File: src/rtl/clk_wiz_pkg.sv
// Shared definitions for the behavioural clock wizard.
//   - Default divide ratios and lock delay used by clk_wiz2.
//   - cnt_w(n): counter width able to hold the values 0..n-1.
package clk_wiz_pkg;

    localparam int DIV0_DEFAULT        = 2;
    localparam int DIV1_DEFAULT        = 4;
    localparam int LOCK_CYCLES_DEFAULT = 64;

    function automatic int cnt_w(input int n);
        return $clog2(n);
    endfunction

endpackage

File: src/rtl/clk_div_ch.sv
// One divided-clock channel.
//   clkin1 : reference clock
//   rst_n  : asynchronous active-low reset (already synchronised on release)
//   en     : run enable; the counter is held at 0 while low
//   clkout : clkin1 / DIV, driven straight from a flop
// High phase is DIV/2 cycles; odd DIV makes the low phase one cycle longer.
module clk_div_ch
    import clk_wiz_pkg::*;
#(
    parameter int DIV = DIV0_DEFAULT
) (
    input  logic clkin1,
    input  logic rst_n,
    input  logic en,
    output logic clkout
);

    localparam int           W    = cnt_w(DIV);
    localparam logic [W-1:0] LAST = W'(DIV - 1);
    localparam logic [W-1:0] HALF = W'(DIV / 2);

    generate
        if (DIV < 2) begin : g_bad_div
            $error("clk_div_ch: DIV must be >= 2");
        end
    endgenerate

    logic [W-1:0] cnt;

    always_ff @(posedge clkin1 or negedge rst_n) begin
        if (!rst_n) begin
            cnt    <= '0;
            clkout <= 1'b0;
        end else if (en) begin
            clkout <= (cnt < HALF);
            cnt    <= (cnt == LAST) ? '0 : cnt + 1'b1;
        end
    end

endmodule

File: src/rtl/clk_wiz2.sv
// Behavioural stand-in for the vendor PLL on the 50 MHz board clock.
//   clkin1   : reference clock, the only clock of the block
//   rst_n    : asynchronous active-low reset
//   clkout0  : clkin1 / DIV0, registered
//   clkout1  : clkin1 / DIV1, registered
//   pll_lock : sticky "clocks valid", set LOCK_CYCLES edges after the
//              synchronised reset release
// CLKIN_FREQ (MHz) is informational only.
module clk_wiz2
    import clk_wiz_pkg::*;
#(
    parameter real CLKIN_FREQ  = 50.0,
    parameter int  DIV0        = DIV0_DEFAULT,
    parameter int  DIV1        = DIV1_DEFAULT,
    parameter int  LOCK_CYCLES = LOCK_CYCLES_DEFAULT
) (
    input  logic clkin1,
    input  logic rst_n,
    output logic clkout0,
    output logic clkout1,
    output logic pll_lock
);

    localparam int            LW        = $clog2(LOCK_CYCLES + 1);
    localparam logic [LW-1:0] LOCK_LAST = LW'(LOCK_CYCLES - 1);
    localparam logic [LW-1:0] LOCK_SAT  = LW'(LOCK_CYCLES);

    generate
        if (DIV0 < 2) begin : g_bad_div0
            $error("clk_wiz2: DIV0 must be >= 2");
        end
        if (DIV1 < 2) begin : g_bad_div1
            $error("clk_wiz2: DIV1 must be >= 2");
        end
        if (LOCK_CYCLES < 1) begin : g_bad_lock
            $error("clk_wiz2: LOCK_CYCLES must be >= 1");
        end
        if (CLKIN_FREQ <= 0.0) begin : g_bad_freq
            $error("clk_wiz2: CLKIN_FREQ must be positive");
        end
    endgenerate

    // Reset asserts immediately, releases two clkin1 edges later.
    logic [1:0] rst_sync_q;
    logic       rst_sync;

    always_ff @(posedge clkin1 or negedge rst_n) begin
        if (!rst_n) begin
            rst_sync_q <= '0;
        end else begin
            rst_sync_q <= {rst_sync_q[0], 1'b1};
        end
    end

    assign rst_sync = rst_sync_q[1];

    // Lock counter runs only until lock, then parks at LOCK_CYCLES so
    // pll_lock can only be cleared by reset.
    logic [LW-1:0] lock_cnt;

    always_ff @(posedge clkin1 or negedge rst_sync) begin
        if (!rst_sync) begin
            lock_cnt <= '0;
            pll_lock <= 1'b0;
        end else if (!pll_lock) begin
            if (lock_cnt == LOCK_LAST) begin
                lock_cnt <= LOCK_SAT;
                pll_lock <= 1'b1;
            end else begin
                lock_cnt <= lock_cnt + 1'b1;
            end
        end
    end

    // Both channels share the same enable so they leave reset in phase.
    clk_div_ch #(
        .DIV (DIV0)
    ) u_ch0 (
        .clkin1 (clkin1),
        .rst_n  (rst_sync),
        .en     (pll_lock),
        .clkout (clkout0)
    );

    clk_div_ch #(
        .DIV (DIV1)
    ) u_ch1 (
        .clkin1 (clkin1),
        .rst_n  (rst_sync),
        .en     (pll_lock),
        .clkout (clkout1)
    );

endmodule

File: config.mk
export PLATFORM = sky130hd
export DESIGN_NAME = clk_wiz2
export DESIGN_NICKNAME = d
export VERILOG_FILES = /design/src/rtl/clk_wiz_pkg.sv /design/src/rtl/clk_div_ch.sv /design/src/rtl/clk_wiz2.sv
export SDC_FILE = /design/constraint.sdc
export NUM_CORES = 1
export LEC_CHECK = 0
export BUFFER_PORTS_ARGS = -buffer_cell sky130_fd_sc_hd__clkbuf_2
export CAP_MARGIN = 20
export CORE_AREA = 2 2 39 41
export CTS_CLUSTER_DIAMETER = 30
export CTS_CLUSTER_SIZE = 25
export DETAILED_ROUTE_END_ITERATION = 16
export DIE_AREA = 0 0 41 43
export PLACE_DENSITY = 0.66
export SYNTH_ARGS = -nofsm -noshare
export SYNTH_HDL_FRONTEND = slang
export SYNTH_SLANG_ARGS = --single-unit
File: constraint.sdc
create_clock -name clkin1 -period 0.8 [get_ports clkin1]
set_input_delay 0 -clock clkin1 [delete_from_list [all_inputs] [get_ports clkin1]]
set_output_delay 0 -clock clkin1 [all_outputs]
set_load 0.1 [all_outputs]
==> flow_summary.yaml <==
grt:
  met1_usage_pct: 20.1
  grt_pass1_vias: 418
  grt_max_degree: 9
  grt_busiest_layer: "met2"
  grt_pass1_wl_mm: 1.92
  met3_usage_pct: 5.76
  grt-ovfl-total: 0
  antenna_found_initial: 0
  grt_usage_pct: 17.1
  met2_usage_pct: 23.4
status:
  violations: "negative setup slack"
  outcome: "finished, violations left"
yosys:
  synth_area_leader_cell: "dfrtp_1"
  ys_seq_elements: 14
  synth_top_area_share_pct: 59.1
  ys_types: 21
  syn_inst: 45
  avgSynthCellArea_um2: 13.2
  synthTopCellsByArea: "dfrtp_1 (59%), ha_1 (4.2%), nand4b_4 (4.0%)"
  synth_area_um2: 593
  ys_seq_area_share_pct: 59.1
  syn-num-nets: 49
  yosysWarnings: 0
final_layout:
  seq_area_um2: 357
  n_antenna_cell: 0
  mostFrequentLayoutCells: "dfrtp_1 (11), buf_4 (11)"
  drive_gt1_share_pct: 53.7
  finalNonFillerCells: 83
  multi_input_area_um2: 270
  fin_nets: 72
  area_delta_synth_final_pct: 48.5
  fillers: 102
worst_setup_path:
  cp.required_ns: 0.97
  critPathTopFamily: "flip-flops"
  path_cells: "ha_4, nand3_1, o31ai_4, o21ai_1"
  critPathMaxFanout: 3
  cp.arrival_ns: 1.33
  slowest_delay_ns: 0.41
  critPathBufInv: 0
  cp-end-kind: "flop"
  slowest_stage: "dfrtp_1"
  worst-setup-path-type: "reg2reg"
  start_kind: "flop"
die:
  start_util_pct: 42.9
  dieArea_mm2: 0.00176
  boundaryPins: 5
  core_mm2: 0.00138
  fp-row-count: 14
  die_w_um: 41
  die_y_um: 43
sta:
  min_period_ns: 1.15
  fmax_mhz: 868
  clock_skew_ns: 0.00216
  hold_slack_ns: 0.0169
  postLayoutSetupSlackWorst_ns: -0.353
  fin_crit_sh_pct: 144
  rsz0062_at_grt: "yes"
  maxSlewViolCount: 0
  hold_violations: 0
  setup_violations: 15
route:
  drc: 0
  wl_per_cell_um: 14.0
  routed_wl_mm: 1.16
  ant_nets: 0
  vias: 445
  drtIter0Drc: 7
  post_drt_via_cell_ratio: 5.36
  drtPass1Iterations: 4
power_and_ir_drop:
  p_leak_nw: 0.473
  power_density_mw_per_mm2: 1430
  ir_drop_uv: 952
clock_network:
  clk_latency_ns: 0.29
  clkTransAtPathRegs_ns: 0.08
  cts_tree: "built"
  numClockSinks: 14
  cts_buffer_depth: 2
  cts_buffers: 3
  cts-root-buf: "clkbuf_4"
  cts_max_level: 1
placed_design:
  portBuffers: 4
  pre_cts_ws_ns: -0.372
  dp_cells: 73
  dp_hpwl_um: 745
  place_congestion: 0.719
min_path:
  holdCritPathClass: "in2async"
job:
  max-cap-violations: 0
==> cells by family after synthesis <==
| family | synth area share, % |
|---|---|
| xor+xnor | 5.91 |
| compound gates | 9.70 |
| mux | 5.70 |
| buf+inv | 2.53 |
| simple gates | 12.2 |
| fa+ha+maj | 4.22 |
| flops | 59.1 |
| other cells | 0.632 |
==> per-stage QoR <==
step	cell area, µm²	setup TNS, ns	power [mW]	util [%]
CTS	857	-3.69	1.28	61.9
global route	881	-4.26	1.31	63.7
global placement	756	-2.95	0.751	54.6
floorplan	614	-4.75	0.736	-
detailed placement	756	-3.22	0.751	54.6
finish	881	-3.74	1.26	63.7
==> routing by layer <==
metal,vias up,part of all wire (%)
met4,0,5.3
li1,202,-
met3,8,6.7
met5,-,0
met1,208,40
met2,27,48
==> sequential cells by signal (all words and copies together), names as in the netlist <==
name          flops
lock_cnt          7
pll_lock          1
rst_sync_q        2
u_ch0.cnt         1
u_ch1.clkout      1
u_ch1.cnt         2
==> power by group <==
part | total (mW) | internal (mW) | switching, mW
clock | 0.521 | 0.278 | 0.243
combinational | 0.0259 | 0.0113 | 0.0146
sequential | 0.714 | 0.712 | 0.00199
total | 1.26 | 1.00 | 0.260
==> cell usage after synthesis <==
cell type and n:
o21ai_1 1, inv_2 1, xor2_1 2, nor2_1 3, a21oi_1 2, nand3_1 1
and3_1 1, conb_1 1, a21o_1 1, xnor2_1 2, nand4b_4 1, o21ai_0 1
and4b_2 1, mux2_2 2, nand2_1 4, mux2_1 1, o32ai_1 2, o31ai_2 1
dfrtp_1 14, buf_6 1, ha_1 2
==> timing repair <==
item,in CTS,in global routing
hold endpoints to repair,2,0
resized for setup,8,1
pin swaps,2,1
setup endpoints to repair,15,15
hold buffers,1,0
setup buffers,3,2
==> worst paths after layout <==
kind / startpoint / to / slack [ns] / cells past startpoint
setup / recovery: lock_cnt[0] / lock_cnt[0] / -0.35 / 4
max in group asynchronous: rst_sync_q[1] / pll_lock / 0.49 / 1
hold / removal: rst_n / rst_sync_q[0] / 0.02 / 2
setup reg to reg: lock_cnt[0] / lock_cnt[0] / -0.35 / 4
hold reg to reg: rst_sync_q[1] / lock_cnt[1] / 0.16 / 1
min in group clkin1: rst_sync_q[0] / rst_sync_q[1] / 0.36 / 0
==> cell type report <==
cell class / count / share of cell area (%)
flip-flops and latches: 14 / 40.5
inverters: 1 / 0.710
multi-input cells: 29 / 30.7
well taps: 16 / 2.27
clock buffers: 4 / 4.12
repair buffers: 19 / 21.7
(Power assumes the default switching activity.)
